## config.mk

```make
export PLATFORM = sky130hd
export DESIGN_NAME = dac_xfer_unpack_x2
export DESIGN_NICKNAME = d
export VERILOG_FILES = /design/src/rtl/zcu111_axis_pkg.sv /design/src/rtl/dac_xfer_unpack_x2.sv
export SDC_FILE = /design/constraint.sdc
export NUM_CORES = 1
export LEC_CHECK = 0
export CAP_MARGIN = 25
export CORE_MARGIN = 3
export CORE_UTILIZATION = 37
export CTS_CLUSTER_DIAMETER = 100
export DETAILED_ROUTE_END_ITERATION = 12
export PLACE_DENSITY = 0.77
export SYNTH_ARGS = -nofsm -noshare
export SYNTH_HDL_FRONTEND = slang
export SYNTH_SLANG_ARGS = --single-unit
export TNS_END_PERCENT = 100
```

## constraint.sdc

```tcl
create_clock -name aclk -period 8.48 [get_ports aclk]
set_clock_uncertainty 0.2 [all_clocks]
set_input_delay 1.696 -clock aclk [delete_from_list [all_inputs] [get_ports aclk]]
set_output_delay 1.696 -clock aclk [all_outputs]
set_load 0.01 [all_outputs]
```

## src/rtl/zcu111_axis_pkg.sv

```systemverilog
// Shared AXI4-Stream definitions for the ZCU111 ADC/DAC datapath blocks.
// Sample/beat widths and the 2:1 unpacker state encoding.
package zcu111_axis_pkg;

    localparam int SAMPLE_W   = 16;
    localparam int ADC_BEAT_W = 128;
    localparam int DAC_BEAT_W = 256;

    typedef logic [SAMPLE_W-1:0] sample_t;

    typedef enum logic [1:0] {
        UNPK_EMPTY,
        UNPK_FIRST,
        UNPK_SECOND
    } unpack_state_t;

endpackage

```

## src/rtl/dac_xfer_unpack_x2.sv

```systemverilog
// 2:1 AXI4-Stream width-halving unpacker: one IN_WIDTH beat in, two half beats out.
// Optional tlast pass-through (on the second half) when DAC_UNPACK_TLAST_EN is defined.
module dac_xfer_unpack_x2
    import zcu111_axis_pkg::*;
#(
    parameter int IN_WIDTH  = DAC_BEAT_W,
    parameter bit LOW_FIRST = 1'b1
) (
    input  logic                  aclk,
    input  logic                  areset,
    input  logic [IN_WIDTH-1:0]   s_axis_tdata,
    input  logic                  s_axis_tvalid,
    output logic                  s_axis_tready,
`ifdef DAC_UNPACK_TLAST_EN
    input  logic                  s_axis_tlast,
    output logic                  m_axis_tlast,
`endif
    output logic [IN_WIDTH/2-1:0] m_axis_tdata,
    output logic                  m_axis_tvalid,
    input  logic                  m_axis_tready
);

    localparam int OUT_WIDTH = IN_WIDTH / 2;

    if ((IN_WIDTH % (2 * SAMPLE_W)) != 0) begin : g_width_check
        $error("IN_WIDTH must split into two whole-sample halves");
    end

    unpack_state_t         state_q;
    unpack_state_t         state_d;
    logic                  load;
    logic [IN_WIDTH-1:0]   hold_q;
    logic [OUT_WIDTH-1:0]  first_half;
    logic [OUT_WIDTH-1:0]  second_half;

    always_ff @(posedge aclk or posedge areset) begin
        if (areset) begin
            state_q <= UNPK_EMPTY;
        end else begin
            state_q <= state_d;
        end
    end

    // A load in SECOND only happens alongside the draining m handshake, so no bubble.
    always_comb begin
        state_d       = state_q;
        load          = 1'b0;
        s_axis_tready = 1'b0;
        m_axis_tvalid = 1'b0;
        case (state_q)
            UNPK_EMPTY: begin
                s_axis_tready = 1'b1;
                if (s_axis_tvalid) begin
                    load    = 1'b1;
                    state_d = UNPK_FIRST;
                end
            end
            UNPK_FIRST: begin
                m_axis_tvalid = 1'b1;
                if (m_axis_tready) begin
                    state_d = UNPK_SECOND;
                end
            end
            UNPK_SECOND: begin
                m_axis_tvalid = 1'b1;
                s_axis_tready = m_axis_tready;
                if (m_axis_tready) begin
                    if (s_axis_tvalid) begin
                        load    = 1'b1;
                        state_d = UNPK_FIRST;
                    end else begin
                        state_d = UNPK_EMPTY;
                    end
                end
            end
            default: begin
                state_d = UNPK_EMPTY;
            end
        endcase
    end

    always_ff @(posedge aclk or posedge areset) begin
        if (areset) begin
            hold_q <= '0;
        end else if (load) begin
            hold_q <= s_axis_tdata;
        end
    end

    assign first_half  = LOW_FIRST ? hold_q[OUT_WIDTH-1:0] : hold_q[IN_WIDTH-1:OUT_WIDTH];
    assign second_half = LOW_FIRST ? hold_q[IN_WIDTH-1:OUT_WIDTH] : hold_q[OUT_WIDTH-1:0];

    // Output comes only from hold_q; no combinational path from the slave side.
    assign m_axis_tdata = (state_q == UNPK_SECOND) ? second_half : first_half;

`ifdef DAC_UNPACK_TLAST_EN
    logic tlast_q;

    always_ff @(posedge aclk or posedge areset) begin
        if (areset) begin
            tlast_q <= 1'b0;
        end else if (load) begin
            tlast_q <= s_axis_tlast;
        end
    end

    assign m_axis_tlast = (state_q == UNPK_SECOND) & tlast_q;
`endif

endmodule

```

## Word level (Yosys, flattened, before mapping)

Index checks and enable logic that the tools add are counted.

| word-level totals | value |
|---|---|
| word-level logic and storage cells | 21 |
| output and inout bits | 130 |
| register bits after elaboration | 258 |
| input bits | 260 |

| cells by class | value |
|---|---|
| eq/ne operators | 5 |
| reductions and logical operators | 3 |
| multiplexer cells | 11 |

Operators by type and width:

| kind | count |
|---|---|
| $mux W128 | 1 |
| $mux W2 | 3 |
| $ne A2 B2 Y1 const B | 3 |
| $pmux W2 S3 | 1 |
| $mux W1 | 4 |
| $pmux W1 S2 | 2 |
| $reduce_and A3 Y1 | 1 |
| $eq A2 B1 Y1 const B | 1 |
| $eq A2 B2 Y1 const B | 1 |
| $logic_not A2 Y1 | 1 |
| $reduce_or A2 Y1 | 1 |

## Depth between registers and ports, before layout

Gate-level depths: netlist of run 1.

| logic depth | value |
|---|---|
| depth after elaboration | 3 |
| depth in mapped cells | 8 |
| mapped depth without buffers | 5 |

## Least setup slack after synthesis of run 1

No wires, ideal clock.

| path | value |
|---|---|
| path type | input port to output port |
| start | input m_axis_tready |
| end | output s_axis_tready |
| stages | 2 |
| arrival | 1,927 ps |
| slack | 4,657 ps |
| cell sequence | a21oi_1 > nor2_1 |

| between the ends | value |
|---|---|
| word-level cells in the longest chain between the ends | 1 |

Ends and longest elaborated chain:

| item | line | source |
|---|---|---|
| start, declared | dac_xfer_unpack_x2.sv:20 | `input logic m_axis_tready` |
| $pmux W1 S2 | dac_xfer_unpack_x2.sv:50 | `case (state_q)` |
| end, declared | dac_xfer_unpack_x2.sv:13 | `output logic s_axis_tready,` |

Every way passes these cells.

## Final worst setup path of run 1

| path | value |
|---|---|
| start | register state_q[0] |
| end | output m_axis_tdata[40] |

| between the ends | value |
|---|---|
| word-level cells in the longest chain between the ends | 2 |

Ends and longest elaborated chain:

| item | line | source |
|---|---|---|
| start, declared | dac_xfer_unpack_x2.sv:29 | `unpack_state_t state_q;` |
| start signal, assigned | dac_xfer_unpack_x2.sv:40 | `state_q <= state_d;` |
| $eq A2 B2 Y1 | dac_xfer_unpack_x2.sv:94 | `assign m_axis_tdata = (state_q == UNPK_SECOND) ? second_half : first_half;` |
| $mux W128 | dac_xfer_unpack_x2.sv:94 |  |
| end, declared | dac_xfer_unpack_x2.sv:18 | `output logic [IN_WIDTH/2-1:0] m_axis_tdata,` |

Every way passes these cells.

==> impl_metrics.env, run 1 <==
export IMPL_share_of_layout_cells_above_drive_strength_1=0.181
export IMPL_first_global_vias=7929
export IMPL_worst_ir_drop_vdd_uv=258
export IMPL_finish_net_count=1361
export IMPL_grt_usage=0.169
export IMPL_cts_hold_repair_buffers=0
export IMPL_placementRows=63
export IMPL_routed_wirelength_um=28300
export IMPL_overflow=0
export IMPL_max_slew_margin=0.397
export IMPL_tritoncts_clock_tree="done"
export IMPL_place_inst=1452
export IMPL_finalHoldViolCount=0
export IMPL_placed_instance_area_mm2=0.0154
export IMPL_yosys_cell_count_top_type="sky130_fd_sc_hd__dfrtp_1"
export IMPL_netlist_top_cells_count="258 x sky130_fd_sc_hd__dfrtp_1, 240 x sky130_fd_sc_hd__mux2_1, 146 x sky130_fd_sc_hd__mux2_2"
export IMPL_fin_cells=1509
export IMPL_grt_start_max_net_pins=80
export IMPL_num_vias=7241
export IMPL_timing_limited_maximum_frequency_mhz=189
export IMPL_synth_area_leaders="sky130_fd_sc_hd__dfrtp_1 57%, sky130_fd_sc_hd__mux2_1 24%, sky130_fd_sc_hd__mux2_2 15%"
export IMPL_cp_slowest_stage_delay_ns=0.73
export IMPL_place_port_buffers=389
export IMPL_route_detailed_wl_per_inst_um=18.7
export IMPL_floorplan_initialDensity=0.379
export IMPL_drt_vias_per_instance=4.80
export IMPL_synth_flop_cell="sky130_fd_sc_hd__dfrtp_1"
export IMPL_drt_drc_violations_left=0
export IMPL_die_x_um=181
export IMPL_crit_chain="inv_1 > ha_4 > buf_4 > mux2_2 > clkdlybuf4s50_1"
export IMPL_worst_setup_hold_path_clk_slew_ns=0.06
export IMPL_synth_async_sr_flop_share=1.00
export IMPL_reg_to_reg_critical_path_startpoint="state_q[0]"
export IMPL_min_to="hold_q[48]"
export IMPL_combinationalPowerShare=0.460
export IMPL_post_synthesis_cell_area_mm2=0.0113
export IMPL_static_leakage_power_nw=6.77
export IMPL_worstMarginPinSlew_ns=0.904
export IMPL_number_of_distinct_library_cell_variants_in_the_gate_level_netlist_after_synthesis=13
export IMPL_outcome="complete, no violations"
export IMPL_finalCriticalPeriod_ns=5.30
export IMPL_end_kind="output port"
export IMPL_postLayoutCoreUtil=0.549
export IMPL_dp_slack_ns=3.69
export IMPL_cts_repair_resized=0
export IMPL_pwr_share_clk=0.188
export IMPL_netSwitchingFraction=0.304
export IMPL_fin_tns_setup_ns=0
export IMPL_max_cap_viol_count=0
export IMPL_clock_h_tree_levels=1
export IMPL_post_route_period_util=0.625
export IMPL_post_route_cell_area_mm2=0.0164
export IMPL_power_sequential_fraction=0.352
export IMPL_clk_insertion_delay_late_ns=0.53
export IMPL_antenna_violations_before_repair=3
export IMPL_synth_to_layout_area_growth_pct=44.9
export IMPL_cts_root_to_sink_buffers=3
export IMPL_cts_setup_buffers=0
export IMPL_ys_seq_area_frac=0.571
export IMPL_cts_made_buffers=28
export IMPL_rsz0062_at_grt="false"
export IMPL_synth_yosys_warnings=0
export IMPL_powerDensity_mw_per_mm2=378
export IMPL_timing_final_setup_violations=0
export IMPL_worstHoldPathCells=1
export IMPL_synth_fp_nets=973
export IMPL_detailedPlacementHpwl_um=20200
export IMPL_cp_required_ns=6.58
export IMPL_arrival_ns=3.40
export IMPL_syn_inst=706
export IMPL_power_report_internal_total_mw=4.31
export IMPL_num_io_pins=390
export IMPL_grt_first_pass_wirelength_um=44400
export IMPL_r2r_path_end="hold_q[90]"
export IMPL_start_kind="register"
export IMPL_timing_final_ws_setup_ns=3.18
export IMPL_core_area_mm2=0.0299
export IMPL_globalplace_congestion=0.814
export IMPL_power_net_switching_mw=1.88
export IMPL_clk_root_buffer_cell="sky130_fd_sc_hd__clkbuf_16"
export IMPL_synth_top_cell_area_share=0.571
export IMPL_holdCritStartpoint="hold_q[48]"
export IMPL_chipHeight_um=181
export IMPL_r2r_worst_path_cells=7
export IMPL_min_delay_path_class="register to register"
export IMPL_timing_final_max_slew_violations=0
export IMPL_critPathKind="register to output port"
export IMPL_post_synth_top_area_cell="sky130_fd_sc_hd__dfrtp_1"
export IMPL_yosys_reg_bits=258
export IMPL_cts_num_sinks=258
export IMPL_crit_path_max_fanout=57
export IMPL_design_die_area_mm2=0.0327
export IMPL_syn_avg_cell_area_um2=16.0
export IMPL_worst_path_max_delay_cell="sky130_fd_sc_hd__buf_4"
export IMPL_detailedRoute_firstPassIterationCount=4
export IMPL_r2r_setup_slack_ns=5.21
export IMPL_synth_edf_count=0
export IMPL_report_power_total_mw=6.19
export IMPL_route_antenna_remaining_nets=0
export IMPL_drt_iter0_drc=187
export IMPL_hold_worst_slack_ns=0.281
==> flip-flops by register name, summed over array words and instances (netlist names) <==
signal   cells
hold_q     256
state_q      2
==> power groups by stage <==
stage          Sequential [mW]  Combinational [mW]  Clock (mW)
4_1_cts                   2.19                2.90        1.21
3_5_place_dp              2.21                2.87           0
5_1_grt                   2.27                3.07        1.26
3_3_place_gp              2.17                2.82           0
6_report                  2.18                2.85        1.17
2_1_floorplan             2.09                1.70           0
==> placed cells by master (no fill, tap or decap), drive strengths merged <==
cell type      count
clkdlybuf4s50    389
mux2             386
dfrtp            258
clkbuf            47
buf               12
ha                 7
nor2               4
clkinv             4
diode              3
inv                3
a21oi              2
clkinvlp           2
or3b               1
o22ai              1
==> layout make-up <==
cell class              instances  area [um^2]
multi-input cells             401         4490
repair buffers                401         4040
well taps                     390          488
inverters                       4         18.8
clock inverters                 5         27.5
diodes                          3         7.51
fillers                      2418        13500
clock buffers                  47          863
flip-flops and latches        258         6460
==> worst max path at each step <==
stage                  endpoint     startpoint  cells after the start  slack (ns)
4_1_cts        m_axis_tdata[71]     state_q[0]                      5        3.09
6_report       m_axis_tdata[40]     state_q[0]                      5        3.18
3_3_place_gp      s_axis_tready  m_axis_tready                      4        3.68
2_1_floorplan         hold_q[0]         areset                      1        3.18
5_1_grt        m_axis_tdata[77]     state_q[0]                      5        2.98
3_5_place_dp      s_axis_tready  m_axis_tready                      4        3.69
==> critical path, delay by kind of cell, from the launching register on <==
family | cells | cell delay [ns]
mux | 1 | 0.42
flops | 1 | 0.42
fa+ha+maj | 1 | 0.53
buf+inv | 3 | 1.42
==> cell families (layout without fill, tap and decap cells) <==
group,after synthesis,count (layout),synth area share
AND/OR/NAND/NOR,5,5,0.00210
AO/OA/AOI/OAI,3,3,0.00144
multiplexers,386,386,0.384
buffers and inverters,47,457,0.0338
other,0,3,0
adder cells (fa/ha/maj),7,7,0.00774
flip-flops,258,258,0.571
==> per-layer routing <==
layer / part of all wire / vias to the layer above / global-route usage
met5: 0 / - / 0
met4: 0.028 / 0 / 0.0494
met3: 0.091 / 43 / 0.0634
met2: 0.49 / 287 / 0.292
met1: 0.39 / 3602 / 0.195
li1: - / 3309 / -
Note: power is estimated with default switching activity, not from simulation.
==> run 2: changes to the inputs <==
- PLACE_DENSITY: 0.77 -> 0.74
- clock period: 8.48 -> 5.1 ns (I/O delays scaled with it)
==> run 2 against run 1 <==
- wire length is 0.97% higher
- largest power group unchanged
- cell count is 0.20% lower
- first-iteration DRC count is 47% higher
- power is 69% higher
- via count hardly changed
- die area stayed put
- combinational power is 67% higher
==> impl_metrics.env, run 2 (synthesis results as in run 1) <==
export IMPL_outcome="complete, no violations"
export IMPL_tritoncts_clock_tree="done"
export IMPL_worst_setup_hold_path_clk_slew_ns=0.06
export IMPL_start_kind="register"
export IMPL_grt_start_max_net_pins=139
export IMPL_timing_final_setup_violations=0
export IMPL_cts_repair_resized=0
export IMPL_fin_tns_setup_ns=0
export IMPL_first_global_vias=8062
export IMPL_final_cell_mix="389 x sky130_fd_sc_hd__clkdlybuf4s50_1, 258 x sky130_fd_sc_hd__dfrtp_1, 240 x sky130_fd_sc_hd__mux2_1, 146 x sky130_fd_sc_hd__mux2_2, 29 x sky130_fd_sc_hd__clkbuf_16"
export IMPL_cp_slowest_stage_delay_ns=0.61
export IMPL_chipHeight_um=181
export IMPL_timing_final_ws_setup_ns=0.975
export IMPL_worst_ir_drop_vdd_uv=435
export IMPL_powerDensity_mw_per_mm2=635
export IMPL_min_delay_path_class="register to register"
export IMPL_post_route_cell_area_mm2=0.0165
export IMPL_hold_worst_slack_ns=0.284
export IMPL_globalplace_congestion=0.769
export IMPL_end_kind="output port"
export IMPL_place_port_buffers=389
export IMPL_cts_made_buffers=29
export IMPL_clock_h_tree_levels=1
export IMPL_max_slew_margin=0.386
export IMPL_finish_net_count=1360
export IMPL_place_inst=1452
export IMPL_overflow=0
export IMPL_drt_drc_violations_left=0
export IMPL_core_area_mm2=0.0299
export IMPL_design_die_area_mm2=0.0327
export IMPL_crit_path_max_fanout=58
export IMPL_largest_register_ff_count=256
export IMPL_cp_required_ns=3.88
export IMPL_cts_hold_repair_buffers=0
export IMPL_cts_root_to_sink_buffers=3
export IMPL_num_io_pins=390
export IMPL_most_common_library_cell_in_the_layout_ignoring_fill_and_taps="sky130_fd_sc_hd__clkdlybuf4s50_1"
export IMPL_r2r_worst_path_cells=7
export IMPL_route_antenna_remaining_nets=0
export IMPL_drt_iter0_drc=275
export IMPL_max_cap_viol_count=0
export IMPL_timing_final_max_slew_violations=0
export IMPL_worst_path_max_delay_cell="sky130_fd_sc_hd__buf_4"
export IMPL_floorplan_initialDensity=0.379
export IMPL_regMostFlops="hold_q"
export IMPL_cts_num_sinks=258
export IMPL_detailedPlacementHpwl_um=20700
export IMPL_finalHoldViolCount=0
export IMPL_drt_vias_per_instance=4.80
export IMPL_worstHoldPathCells=1
export IMPL_static_leakage_power_nw=6.81
export IMPL_grt_usage=0.170
export IMPL_share_of_layout_cells_above_drive_strength_1=0.183
export IMPL_route_detailed_wl_per_inst_um=18.9
export IMPL_num_vias=7236
export IMPL_detailedRoute_firstPassIterationCount=5
export IMPL_arrival_ns=2.91
export IMPL_die_x_um=181
export IMPL_crit_chain="inv_1 > ha_4 > buf_4 > mux2_2 > clkdlybuf4s50_1"
export IMPL_worstMarginPinSlew_ns=0.921
export IMPL_synth_to_layout_area_growth_pct=45.5
export IMPL_finalCriticalPeriod_ns=4.13
export IMPL_dp_slack_ns=1.45
export IMPL_critPathKind="register to output port"
export IMPL_placementRows=63
export IMPL_timing_limited_maximum_frequency_mhz=242
export IMPL_fin_cells=1506
export IMPL_grt_first_pass_wirelength_um=45100
export IMPL_post_route_period_util=0.809
export IMPL_reg_top3="hold_q x256, state_q x2"
export IMPL_clk_root_buffer_cell="sky130_fd_sc_hd__clkbuf_16"
export IMPL_clk_insertion_delay_late_ns=0.52
export IMPL_cts_setup_buffers=0
export IMPL_rsz0062_at_grt="false"
export IMPL_placed_instance_area_mm2=0.0155
export IMPL_routed_wirelength_um=28500
export IMPL_antenna_violations_before_repair=1
==> run 2: critical path, delay by kind of cell, from the launching register on <==
family	cells	cell delay (ns)
mux	1	0.41
buf+inv	3	1.28
flops	1	0.42
fa+ha+maj	1	0.18
==> run 2: metal layers <==
layer,up-vias,wire length [um],global-route usage
met1,3612,11000,0.197
met3,46,2530,0.0608
met5,-,0,0
li1,3307,-,-
met2,271,14100,0.298
met4,0,892,0.0476
==> run 2: power breakdown <==
part / switching, mW / internal, mW
Combinational: 1.84 / 2.92
Clock: 0.807 / 1.26
Sequential: 0.515 / 3.11
Total: 3.16 / 7.29
==> run 2: cell type report <==
cell class | instances | area (um^2)
Fill cell | 2511 | 13400
Sequential cell | 258 | 6460
Timing Repair Buffer | 399 | 4040
Multi-Input combinational cell | 401 | 4490
Inverter | 4 | 18.8
Clock buffer | 45 | 866
Tap cell | 390 | 488
Antenna cell | 1 | 2.50
Clock inverter | 8 | 93.8
==> run 2: stage by stage <==
stage          utilization  total power, mW
2_1_floorplan            -             6.30
3_3_place_gp         0.519             8.37
3_5_place_dp         0.519             8.50
4_1_cts              0.551             10.6
5_1_grt              0.551             11.1
6_report             0.551             10.4
==> run 2: final timing paths <==
kind,startpoint,endpoint,slack [ns]
setup / recovery,state_q[0],m_axis_tdata[80],0.97
hold / removal,hold_q[117],hold_q[117],0.28
setup reg to reg,state_q[0],hold_q[107],2.00
hold reg to reg,hold_q[117],hold_q[117],0.28
max in group asynchronous,areset,hold_q[213],3.21
min in group asynchronous,areset,hold_q[193],0.82
==> run 3: changes to the inputs <==
- clock period: 5.1 -> 3.9 ns (I/O delays scaled with it)
==> run 3 against run 2 <==
- cell count increased by 0.53%
- die area unchanged
- first-iteration DRC count decreased by 30%
- global-route usage increased by 0.13 points
- sequential share of layout area decreased by 0.16 points
- clock power increased by 24%
==> impl_metrics.env, run 3 (synthesis results as in run 1) <==
export IMPL_first_global_vias=7988
export IMPL_detailedPlacementHpwl_um=20900
export IMPL_grt_usage=0.171
export IMPL_cp_required_ns=2.92
export IMPL_worst_ir_drop_vdd_uv=529
export IMPL_overflow=0
export IMPL_powerDensity_mw_per_mm2=826
export IMPL_cts_hold_repair_buffers=0
export IMPL_cts_root_to_sink_buffers=3
export IMPL_post_route_cell_area_mm2=0.0165
export IMPL_cts_setup_buffers=0
export IMPL_num_io_pins=390
export IMPL_core_area_mm2=0.0299
export IMPL_regMostFlops="hold_q"
export IMPL_globalplace_congestion=0.779
export IMPL_max_slew_margin=0.634
export IMPL_cts_num_sinks=258
export IMPL_timing_limited_maximum_frequency_mhz=275
export IMPL_placed_instance_area_mm2=0.0156
export IMPL_wl_met2_um=14400
export IMPL_max_cap_viol_count=0
export IMPL_met3_length_um=2420
export IMPL_tritoncts_clock_tree="done"
export IMPL_end_kind="output port"
export IMPL_timing_final_setup_violations=0
export IMPL_clock_h_tree_levels=1
export IMPL_finalCriticalPeriod_ns=3.64
export IMPL_cts_repair_resized=0
export IMPL_timing_final_max_slew_violations=0
export IMPL_crit_path_max_fanout=67
export IMPL_route_detailed_wl_per_inst_um=19.1
export IMPL_static_leakage_power_nw=6.83
export IMPL_worstMarginPinSlew_ns=0.548
export IMPL_floorplan_initialDensity=0.379
export IMPL_arrival_ns=2.66
export IMPL_cts_made_buffers=29
export IMPL_route_antenna_remaining_nets=0
export IMPL_synth_to_layout_area_growth_pct=46.1
export IMPL_met1Wirelength_um=11700
export IMPL_clk_insertion_delay_late_ns=0.54
export IMPL_worst_setup_hold_path_clk_slew_ns=0.06
export IMPL_grt_start_max_net_pins=97
export IMPL_dr_max_layer_used="met5"
export IMPL_antenna_violations_before_repair=2
export IMPL_most_common_library_cell_in_the_layout_ignoring_fill_and_taps="sky130_fd_sc_hd__clkdlybuf4s50_1"
export IMPL_outcome="complete, no violations"
export IMPL_drt_vias_per_instance=4.75
export IMPL_post_route_period_util=0.934
export IMPL_start_kind="register"
export IMPL_reg_top3="hold_q x256, state_q x2"
export IMPL_grt_first_pass_wirelength_um=45500
export IMPL_placementRows=63
export IMPL_place_port_buffers=389
export IMPL_rsz0062_at_grt="false"
export IMPL_die_x_um=181
export IMPL_drt_iter0_drc=193
export IMPL_detailedRoute_firstPassIterationCount=3
export IMPL_min_delay_path_class="register to register"
export IMPL_design_die_area_mm2=0.0327
export IMPL_finish_net_count=1370
export IMPL_share_of_layout_cells_above_drive_strength_1=0.186
export IMPL_critPathKind="register to output port"
export IMPL_final_cell_mix="389 x sky130_fd_sc_hd__clkdlybuf4s50_1, 258 x sky130_fd_sc_hd__dfrtp_1, 240 x sky130_fd_sc_hd__mux2_1, 146 x sky130_fd_sc_hd__mux2_2, 29 x sky130_fd_sc_hd__clkbuf_16"
export IMPL_finalHoldViolCount=0
export IMPL_routed_wirelength_um=29000
export IMPL_largest_register_ff_count=256
export IMPL_num_vias=7199
export IMPL_drt_drc_violations_left=0
export IMPL_clk_root_buffer_cell="sky130_fd_sc_hd__clkbuf_16"
export IMPL_fin_tns_setup_ns=0
export IMPL_chipHeight_um=181
-- run 3: changes by cell type in the layout (fill, tap and decap cells not counted), sizes merged --
cell and change:
clkinv -1, buf +10, bufinv -1, clkinvlp +1, clkbuf -1
-- run 3: area by class of cell --
class                      instances  area, um^2
inverter                           4        18.8
timing repair buffer             409        4180
multi-input combinational        401        4490
tap                              390         488
sequential                       258        6460
clock inverter                     7        66.3
fill                            2480       13400
clock buffer                      44         822
antenna                            1        2.50
-- run 3: final timing paths --
| check | end | start | depth (start not counted) | slack [ns] |
|---|---|---|---|---|
| worst max-delay path | m_axis_tdata[20] | state_q[0] | 5 | 0.26 |
| worst min-delay path | hold_q[133] | hold_q[133] | 1 | 0.29 |
| worst max register to register | hold_q[156] | state_q[0] | 8 | 1.00 |
| worst min register to register | hold_q[133] | hold_q[133] | 1 | 0.29 |
| max in group asynchronous | hold_q[34] | areset | 4 | 2.20 |
| min in group asynchronous | hold_q[128] | areset | 2 | 0.38 |
-- run 3: power by group --
part	internal (mW)	switching (mW)	total (mW)	leakage (nW)
clock network	1.51	1.07	2.57	0.434
logic	3.88	2.41	6.28	3.34
registers	4.07	0.711	4.79	3.06
-- run 3: critical path, stage by stage, from the launching register on --
cell and delay [ns]:
sky130_fd_sc_hd__dfrtp_1 0.43, sky130_fd_sc_hd__inv_1 0.20, sky130_fd_sc_hd__ha_4 0.20, sky130_fd_sc_hd__buf_12 0.31, sky130_fd_sc_hd__mux2_2 0.38, sky130_fd_sc_hd__clkdlybuf4s50_1 0.51
-- run 3: stage by stage --
step                std cells  hold WS, ns  worst slack, ns   util  power (mW)
floorplan                 706        0.259           -0.480      -        8.23
global route             1514        0.297            0.137  0.553        14.5
global placement         1462        0.268            0.871  0.523        11.0
CTS                      1513        0.289            0.232  0.553        13.9
detailed placement       1462        0.275            0.824  0.523        11.2
finish                   1514        0.285            0.258  0.553        13.6
-- run 3: metal layers --
metal / vias up / GRT usage
met5: - / 0
met3: 43 / 0.0572
met2: 254 / 0.297
met4: 2 / 0.0344
li1: 3299 / -
met1: 3601 / 0.210
==> RTL change (config.mk and constraints of run 2) <==
`DAC_BEAT_W`: 256 -> 384.
--- a/src/rtl/zcu111_axis_pkg.sv
+++ b/src/rtl/zcu111_axis_pkg.sv
@@ -4,7 +4,7 @@
 
     localparam int SAMPLE_W   = 16;
     localparam int ADC_BEAT_W = 128;
-    localparam int DAC_BEAT_W = 256;
+    localparam int DAC_BEAT_W = 384;
 
     typedef logic [SAMPLE_W-1:0] sample_t;
 
Interface: changed (resized m_axis_tdata and s_axis_tdata); port bits go from 390 to 582. The function was not compared with the original's and may differ.
==> RTL change against run 2 <==
- wire length increased by 74%
- sequential cell count increased by 128
- combinational power increased by 89%
- final cell count increased by 55%
- count of clock-buffer cells in the layout increased by 18
- cell area increased by 59%
- sequential power increased by 55%
- non-clock buffer count increased by 211
- total power increased by 71%
- area after synthesis increased by 61%
- maximum frequency decreased by 3.7%
- worst setup slack got worse by 160 ps
- critical path type unchanged
- highest routed layer is now met5
==> RTL change: results (changes against run 2) <==
Parameter                              Value

Run status
  Status    finished clean

Drt
  Length of the first detailed-routing pass in iterations    4 (-1)
  Via total after detailed routing    11,000 (+52%)
  Number of violations reported at the end of detailed-routing iteration 0    509 (+85%)
  Wirelength, routed    49,700 um (+74%)

Timing
  Worst Max-Slew Pin Slew    708 ps (-213 ps)

Worst setup path
  Terminus of the critical flop-to-flop path    hold_q[62]
  Worst setup slack for register-to-register paths    1650 ps (-350 ps)
  Worst EP arrival    3060 ps (+150 ps)

Placed design
  Routability congestion estimate from global placement    0.874 (+14%)
  Placed Cells incl. Taps    2,249 (+55%)
  Number of port buffers    581 (+49%)
  Post-placement cell area    24,700 sq um (+59%)
  Post-DP HPWL    36,100 um (+75%)

Clock network
  Number of clock buffers inserted by TritonCTS    45 (+55%)
  H-tree Lvls    2 (+1)
  Clk Latency, worst-skew pair    540 ps (+20 ps)

Hold path
  End point of the most critical hold path    hold_q[158]
  Startpoint of the lowest-slack hold path    hold_q[158]

Global route
  First-pass GRT wire length    77,400 um (+72%)
  Pin count of the biggest net entering global routing    105 (-24%)
  Via count of the first global-routing pass    12,500 (+55%)
  GRT Total Usage    0.188 (+0.0182)

Flow run
  Number of max-cap violations    0 (unchanged)

Power and ir drop
  Highest ir drop seen on vdd    398 uV (-8.4%)

Layout
  Number of standard cells in the layout, taps in and fillers out    2,328 (+55%)
  Largest registers ranked by flip-flop count    hold_q: 384 flops, state_q: 2 flops
  Count of nets after finishing    2,035 (+50%)
  Fraction of layout cells with a size suffix above 1    0.407 (+0.224)

Yosys
  Post-synthesis instance total    1,048 (+48%)
  Netlist cell types    12 (-1)
  Top cells by area in the synthesized netlist    dfrtp_1 (53%), mux2_4 (30%), mux2_2 (13%)
  Synthesized Nets    1,443 (+48%)
-- RTL change: cell type report --
class                           count  area (sq um)
Fill cell                        3840         22000
Sequential cell                   386          9660
Multi-Input combinational cell    593          8000
Timing Repair Buffer              610          6180
Clock buffer                       63          1290
Tap cell                          656           821
Clock inverter                     15           193
Inverter                            4          18.8
Antenna cell                        1          2.50
-- RTL change: metal layers --
layer	GRT usage	up-vias	share of wire
li1	-	4920	-
met1	0.232	5605	0.41
met2	0.320	401	0.49
met3	0.0589	60	0.080
met4	0.0509	2	0.020
met5	0	-	0.00026
-- RTL change: kinds of logic after synthesis --
kind of cell	after synthesis	synth area share
AO/OA/AOI/OAI	3	0.000893
multiplexers	578	0.431
adder cells (fa/ha/maj)	7	0.00481
buffers and inverters	69	0.0315
AND/OR/NAND/NOR	5	0.00130
flip-flops	386	0.530
-- RTL change: worst max-delay path: stages (launching register included) --
cell and delay, ps:
dfrtp_1 420, inv_1 180, ha_4 560, buf_4 440
mux2_2 380, clkdlybuf4s50_1 520
-- RTL change: report_power, final --
part / switching [W] / total (W) / leakage [nW] / internal, W
sequential: 0.000938 / 0.00561 / 4.57 / 0.00467
clock: 0.00129 / 0.00325 / 0.733 / 0.00197
combinational: 0.00306 / 0.00897 / 6.74 / 0.00591
-- RTL change: how the worst max path moves through the flow --
stage / slack [ps] / to / cells after the start / start
after floorplan: -1310 / hold_q[0] / 1 / areset
after global placement: 1330 / m_axis_tdata[60] / 5 / state_q[0]
after detailed placement: 1320 / m_axis_tdata[60] / 5 / state_q[0]
after CTS: 700 / m_axis_tdata[60] / 5 / state_q[0]
after global routing: 610 / m_axis_tdata[60] / 5 / state_q[0]
final: 820 / m_axis_tdata[60] / 5 / state_q[0]
-- RTL change: per-stage QoR --
| stage | hold WS [ps] | setup WS (ps) | TNS [ps] |
|---|---|---|---|
| 6_report | 298 | 817 | 0 |
| 5_1_grt | 312 | 610 | 0 |
| 4_1_cts | 304 | 699 | 0 |
| 3_5_place_dp | 287 | 1320 | 0 |
| 3_3_place_gp | 284 | 1330 | 0 |
| 2_1_floorplan | 275 | -1310 | -505640 |
